<file path="config.mk">
export PLATFORM = sky130hd
export DESIGN_NAME = bit_ser_feed_flat
export DESIGN_NICKNAME = d
export VERILOG_FILES = /design/src/rtl/bit_ser_feed_if.sv /design/src/rtl/bit_ser_feed.sv /design/src/flat_wrapper.sv
export SDC_FILE = /design/constraint.sdc
export NUM_CORES = 1
export LEC_CHECK = 0
export CAP_MARGIN = 20
export CORE_MARGIN = 2
export CORE_UTILIZATION = 51
export CTS_BUF_LIST = sky130_fd_sc_hd__clkbuf_16
export CTS_CLUSTER_SIZE = 12
export DETAILED_ROUTE_END_ITERATION = 8
export MAX_ROUTING_LAYER = met4
export PLACE_DENSITY = 0.85
export SYNTH_ARGS = -nofsm -noshare
export SYNTH_HDL_FRONTEND = slang
export SYNTH_SLANG_ARGS = --single-unit
</file>
<file path="constraint.sdc">
create_clock -name clk -period 1.6 [get_ports clk]
set_input_delay 0.32 -clock clk [delete_from_list [all_inputs] [get_ports clk]]
set_output_delay 0.32 -clock clk [all_outputs]
set_load 0.01 [all_outputs]
</file>
<file path="src/rtl/bit_ser_feed_if.sv">
`default_nettype none
// ---------------------------------------------------------------------------
// bit_ser_feed_if : operand handshake and serial adder drive lines
// Rev 1.0
// ---------------------------------------------------------------------------
interface bit_ser_feed_if #(
  parameter int WIDTH = 8
);
  logic             start;
  logic [WIDTH-1:0] op_a;
  logic [WIDTH-1:0] op_b;
  logic             ser_a;
  logic             ser_b;
  logic             add_clr_n;
  logic             add_set_n;
  logic             busy;
  logic             done;

  modport master (
    output start, op_a, op_b,
    input  ser_a, ser_b, add_clr_n, add_set_n, busy, done
  );

  modport slave (
    input  start, op_a, op_b,
    output ser_a, ser_b, add_clr_n, add_set_n, busy, done
  );
endinterface
`default_nettype wire

</file>
<file path="src/rtl/bit_ser_feed.sv">
`default_nettype none
// ---------------------------------------------------------------------------
// bit_ser_feed : parallel-to-serial operand feeder for a bit-serial adder
// Rev 1.0
// ---------------------------------------------------------------------------
module bit_ser_feed #(
  parameter int WIDTH = 8
) (
  input  wire logic     clk,
  input  wire logic     clr_n,
  bit_ser_feed_if.slave bus
);
  localparam int CNT_W = $clog2(WIDTH + 1);

  typedef enum logic [2:0] {
    S_IDLE  = 3'd0,
    S_CLR   = 3'd1,
    S_SHIFT = 3'd2,
    S_LATCH = 3'd3,
    S_DONE  = 3'd4
  } state_t;

  state_t             state_q, state_d;
  logic [WIDTH-1:0]   sa_q, sa_d;
  logic [WIDTH-1:0]   sb_q, sb_d;
  logic [CNT_W-1:0]   count_q, count_d;
  logic               ser_a_q, ser_a_d;
  logic               ser_b_q, ser_b_d;
  logic               add_clr_n_q, add_clr_n_d;
  logic               add_set_n_q, add_set_n_d;
  logic               busy_q, busy_d;
  logic               done_q, done_d;

  // Outputs are computed from the state being left at each edge, so the
  // adder sees each phase one cycle after the FSM enters it.
  always_comb begin
    state_d     = state_q;
    sa_d        = sa_q;
    sb_d        = sb_q;
    count_d     = count_q;
    ser_a_d     = 1'b0;
    ser_b_d     = 1'b0;
    add_clr_n_d = 1'b1;
    add_set_n_d = 1'b1;
    busy_d      = 1'b0;
    done_d      = 1'b0;
    case (state_q)
      S_IDLE: begin
        if (bus.start) begin
          sa_d    = bus.op_a;
          sb_d    = bus.op_b;
          state_d = S_CLR;
        end
      end
      S_CLR: begin
        add_clr_n_d = 1'b0;
        busy_d      = 1'b1;
        count_d     = '0;
        state_d     = S_SHIFT;
      end
      S_SHIFT: begin
        // After WIDTH shifts the registers hold zero, giving the pad bit.
        ser_a_d = sa_q[0];
        ser_b_d = sb_q[0];
        busy_d  = 1'b1;
        sa_d    = sa_q >> 1;
        sb_d    = sb_q >> 1;
        if (count_q == CNT_W'(WIDTH)) begin
          count_d = '0;
          state_d = S_LATCH;
        end else begin
          count_d = count_q + CNT_W'(1);
        end
      end
      S_LATCH: begin
        add_set_n_d = 1'b0;
        busy_d      = 1'b1;
        state_d     = S_DONE;
      end
      S_DONE: begin
        done_d  = 1'b1;
        busy_d  = 1'b1;
        state_d = S_IDLE;
      end
      default: state_d = S_IDLE;
    endcase
  end

  always_ff @(posedge clk) begin
    if (!clr_n) begin
      state_q     <= S_IDLE;
      sa_q        <= '0;
      sb_q        <= '0;
      count_q     <= '0;
      ser_a_q     <= 1'b0;
      ser_b_q     <= 1'b0;
      add_clr_n_q <= 1'b1;
      add_set_n_q <= 1'b1;
      busy_q      <= 1'b0;
      done_q      <= 1'b0;
    end else begin
      state_q     <= state_d;
      sa_q        <= sa_d;
      sb_q        <= sb_d;
      count_q     <= count_d;
      ser_a_q     <= ser_a_d;
      ser_b_q     <= ser_b_d;
      add_clr_n_q <= add_clr_n_d;
      add_set_n_q <= add_set_n_d;
      busy_q      <= busy_d;
      done_q      <= done_d;
    end
  end

  assign bus.ser_a     = ser_a_q;
  assign bus.ser_b     = ser_b_q;
  assign bus.add_clr_n = add_clr_n_q;
  assign bus.add_set_n = add_set_n_q;
  assign bus.busy      = busy_q;
  assign bus.done      = done_q;
endmodule
`default_nettype wire

</file>
<file path="src/flat_wrapper.sv">
// flat-port wrapper written by rule: the top's interface ports become plain ports
module bit_ser_feed_flat 
#(
  parameter int WIDTH = 8
)
  (clk, clr_n, bus_start, bus_op_a, bus_op_b, bus_ser_a, bus_ser_b, bus_add_clr_n, bus_add_set_n, bus_busy, bus_done);
  bit_ser_feed_if #(.WIDTH(WIDTH)) bus_i ();
  input  wire logic clk;
  input  wire logic clr_n;
  input wire logic [$bits(bus_i.start)-1:0] bus_start;
  input wire logic [$bits(bus_i.op_a)-1:0] bus_op_a;
  input wire logic [$bits(bus_i.op_b)-1:0] bus_op_b;
  output wire logic [$bits(bus_i.ser_a)-1:0] bus_ser_a;
  output wire logic [$bits(bus_i.ser_b)-1:0] bus_ser_b;
  output wire logic [$bits(bus_i.add_clr_n)-1:0] bus_add_clr_n;
  output wire logic [$bits(bus_i.add_set_n)-1:0] bus_add_set_n;
  output wire logic [$bits(bus_i.busy)-1:0] bus_busy;
  output wire logic [$bits(bus_i.done)-1:0] bus_done;
  assign bus_i.start = bus_start;
  assign bus_i.op_a = bus_op_a;
  assign bus_i.op_b = bus_op_b;
  assign bus_ser_a = bus_i.ser_a;
  assign bus_ser_b = bus_i.ser_b;
  assign bus_add_clr_n = bus_i.add_clr_n;
  assign bus_add_set_n = bus_i.add_set_n;
  assign bus_busy = bus_i.busy;
  assign bus_done = bus_i.done;
  bit_ser_feed #(.WIDTH(WIDTH)) u_core (.clk(clk), .clr_n(clr_n), .bus(bus_i));
endmodule
</file>
==> metrics.yaml <==
status: "finished clean"
rsz0062_at_grt: "false"
setup_slack_ps: 182
yosys_warnings: 0
wl_per_cell_um: 13.8
num_antenna_cells: 0
row_count: 18
reg2reg_from: "u_core.state_q[1]$_SDFFE_PN0P_"
synth_seq_cells: 29
ant_nets: 0
reg2reg_depth: 5
setup_violations: 0
regToRegEndpoint: "u_core.sb_q[2]$_SDFFE_PN0P_"
synth_ff_type: "dfxtp_1"
avgSynthCellArea_um2: 8.70
dp_cells: 210
seqCellArea_um2: 581
clk_pin_slew_ps: 40
fillers: 194
path_cells: "clkdlybuf4s50_1"
grt_use_total_pct: 21.7
hold_depth: 2
ctsResizeCount: 0
peakVddDrop_mv: 1.03
fp.dieH_um: 55.4
cp-end-kind: "output port"
io_buffers: 24
area_growth_pct: 33.7
hpwlAfterDp_um: 2060
first_global_vias: 1181
cts_made_buffers: 5
grt_pass1_wl_um: 5120
overflow: 0
hold_path.class: "reg -> reg"
drive_gt1_share_pct: 13.3
grt_max_degree: 22
yosys-top-cells-area: "dfxtp_1 43%, o21ai_0 7.1%, a21oi_1 6.7%"
p_per_area_nw_per_um2: 1160
seq_area_frac_synth_pct: 43.0
cp_top_family: "buffers and inverters"
htreeDepth: 2
syn_inst: 155
antenna_found_initial: 0
crit_type: "reg -> out"
final_nets: 208
critPathBufInv: 1
syn_nets: 176
syn_area_um2: 1350
insertion_delay_ps: 270
fin_skew_ps: 1.56
synth_common_cells: "29 x dfxtp_1, 19 x o21ai_0, 18 x a21oi_1"
wl_um: 3010
drtIter0Drc: 20
min_period_over_period_pct: 88.6
slew_headroom_pct: 71.2
dieArea_um2: 3070
slowest_stage: "clkdlybuf4s50_1"
crit_fanout: 1
gp_congestion: 0.759
p_leak_nw: 0.688
ys_types: 36
cts-root-buf: "clkbuf_16"
p_total_w: 0.00209
tightest_slew_ps: 432
required_ps: 1280
fin_crit_ps: 1420
synth_top_cell_area_share_pct: 43.0
r2r_setup_slack_ps: 240
clock-sinks: 29
max_stage_delay_ps: 520
yosysTopAreaCell: "dfxtp_1"
pre_cts_ws_ps: -3.94
synth.most_common_cell: "dfxtp_1"
whs_endpoint: "u_core.sb_q[1]$_SDFFE_PN0P_"
arrival_ps: 1100
hold_violations: 0
drc: 0
hold_start: "u_core.sb_q[1]$_SDFFE_PN0P_"
cts_tree: "built"
first_pass_iters: 6
die_x_um: 55.4
synth-async-reset-ratio_pct: 0
core_um2: 2500
fin_cells: 218
multi_input_area_um2: 688
drv_slew: 0
ios: 25
initial_core_util_pct: 54.0
cts_hold_buf: 0
start_kind: "flip-flop"
vias: 1255
final_core_util_pct: 72.1
cts_buffer_depth: 2
max-cap-violations: 0
post_drt_via_cell_ratio: 5.76
postCtsSetupBuffers: 0
synth_edf_count: 0
max_freq_mhz: 705
per-stage QoR:
| stage | instance area [µm²] | hold WS (ps) | setup TNS [ps] |
|---|---|---|---|
| 2_1_floorplan | 1350 | 430 | 0 |
| 3_3_place_gp | 1670 | 462 | 0 |
| 3_5_place_dp | 1670 | 467 | -3.94 |
| 4_1_cts | 1800 | 476 | 0 |
| 5_1_grt | 1800 | 500 | 0 |
| 6_report | 1800 | 477 | 0 |
cell type report:
class	instances	share of cell area, %
multi-input cells	109	38.2
repair buffers	38	19.2
clock buffers	5	6.94
inverters	4	0.833
flip-flops and latches	29	32.2
clock inverters	3	0.625
well taps	30	2.08
metal layers:
metal | vias to the layer above | track usage [%] | wire length [µm]
li1 | 618 | - | -
met1 | 586 | 25.1 | 1330
met2 | 45 | 33.7 | 1430
met3 | 6 | 9.13 | 193
met4 | 0 | 7.67 | 53
met5 | - | - | 0
state kept, by name, indices dropped and copies added, names as in the netlist:
name                  count
u_core.bus.done           1
u_core.bus.add_set_n      1
u_core.bus.add_clr_n      1
u_core.state_q            3
u_core.sa_q               8
u_core.bus.ser_b          1
u_core.count_q            4
u_core.bus.ser_a          1
u_core.bus.busy           1
u_core.sb_q               8
kinds of logic (layout without fill, tap and decap cells):
group | count (synthesis) | count (layout) | share of synthesized area (%)
flops | 29 | 29 | 43.0
simple gates | 49 | 49 | 23.4
xor+xnor | 2 | 2 | 1.30
fa+ha+maj | 2 | 2 | 1.85
compound gates | 56 | 56 | 24.5
buf+inv | 17 | 50 | 5.94
worst max path at each step:
stage                                    start                         endpoint  slack, ps  cells after the start
5_1_grt         u_core.state_q[1]$_SDFFE_PN0P_      u_core.sb_q[1]$_SDFFE_PN0P_        120                      5
3_5_place_dp                             clr_n  u_core.bus.add_clr_n$_SDFF_PN1_         -4                      3
6_report       u_core.bus.add_set_n$_SDFF_PN1_                    bus_add_set_n        180                      1
4_1_cts            u_core.bus.ser_a$_SDFF_PN0_                        bus_ser_a        170                      1
3_3_place_gp                             clr_n  u_core.bus.add_clr_n$_SDFF_PN1_         30                      3
2_1_floorplan   u_core.state_q[2]$_SDFFE_PN0P_      u_core.sb_q[0]$_SDFFE_PN0P_        330                      6
placed cells by master (no fill, tap or decap), drive strengths merged, types with 2 or more instances in the layout:
cell type | netlist | layout
dfxtp | 29 | 29
clkdlybuf4s50 | 0 | 24
o21ai | 19 | 19
a21oi | 18 | 18
nand2 | 14 | 14
buf | 8 | 14
nand3b | 9 | 9
a21o | 8 | 8
inv | 4 | 7
nor2 | 5 | 5
clkbuf | 5 | 5
nand3 | 4 | 4
a22oi | 3 | 3
and3 | 3 | 3
nand4b | 2 | 2
nand2b | 2 | 2
nand4bb | 2 | 2
o21a | 2 | 2
ha | 2 | 2
nor4b | 2 | 2
report_power, final:
part / internal [W] / switching, W / total, W
clock: 0.000555 / 0.000288 / 0.000842
combinational: 0.000213 / 0.000193 / 0.000405
sequential: 0.000789 / 0.0000532 / 0.000842
total: 0.00156 / 0.000533 / 0.00209
Power figures use the tool's default switching activity.
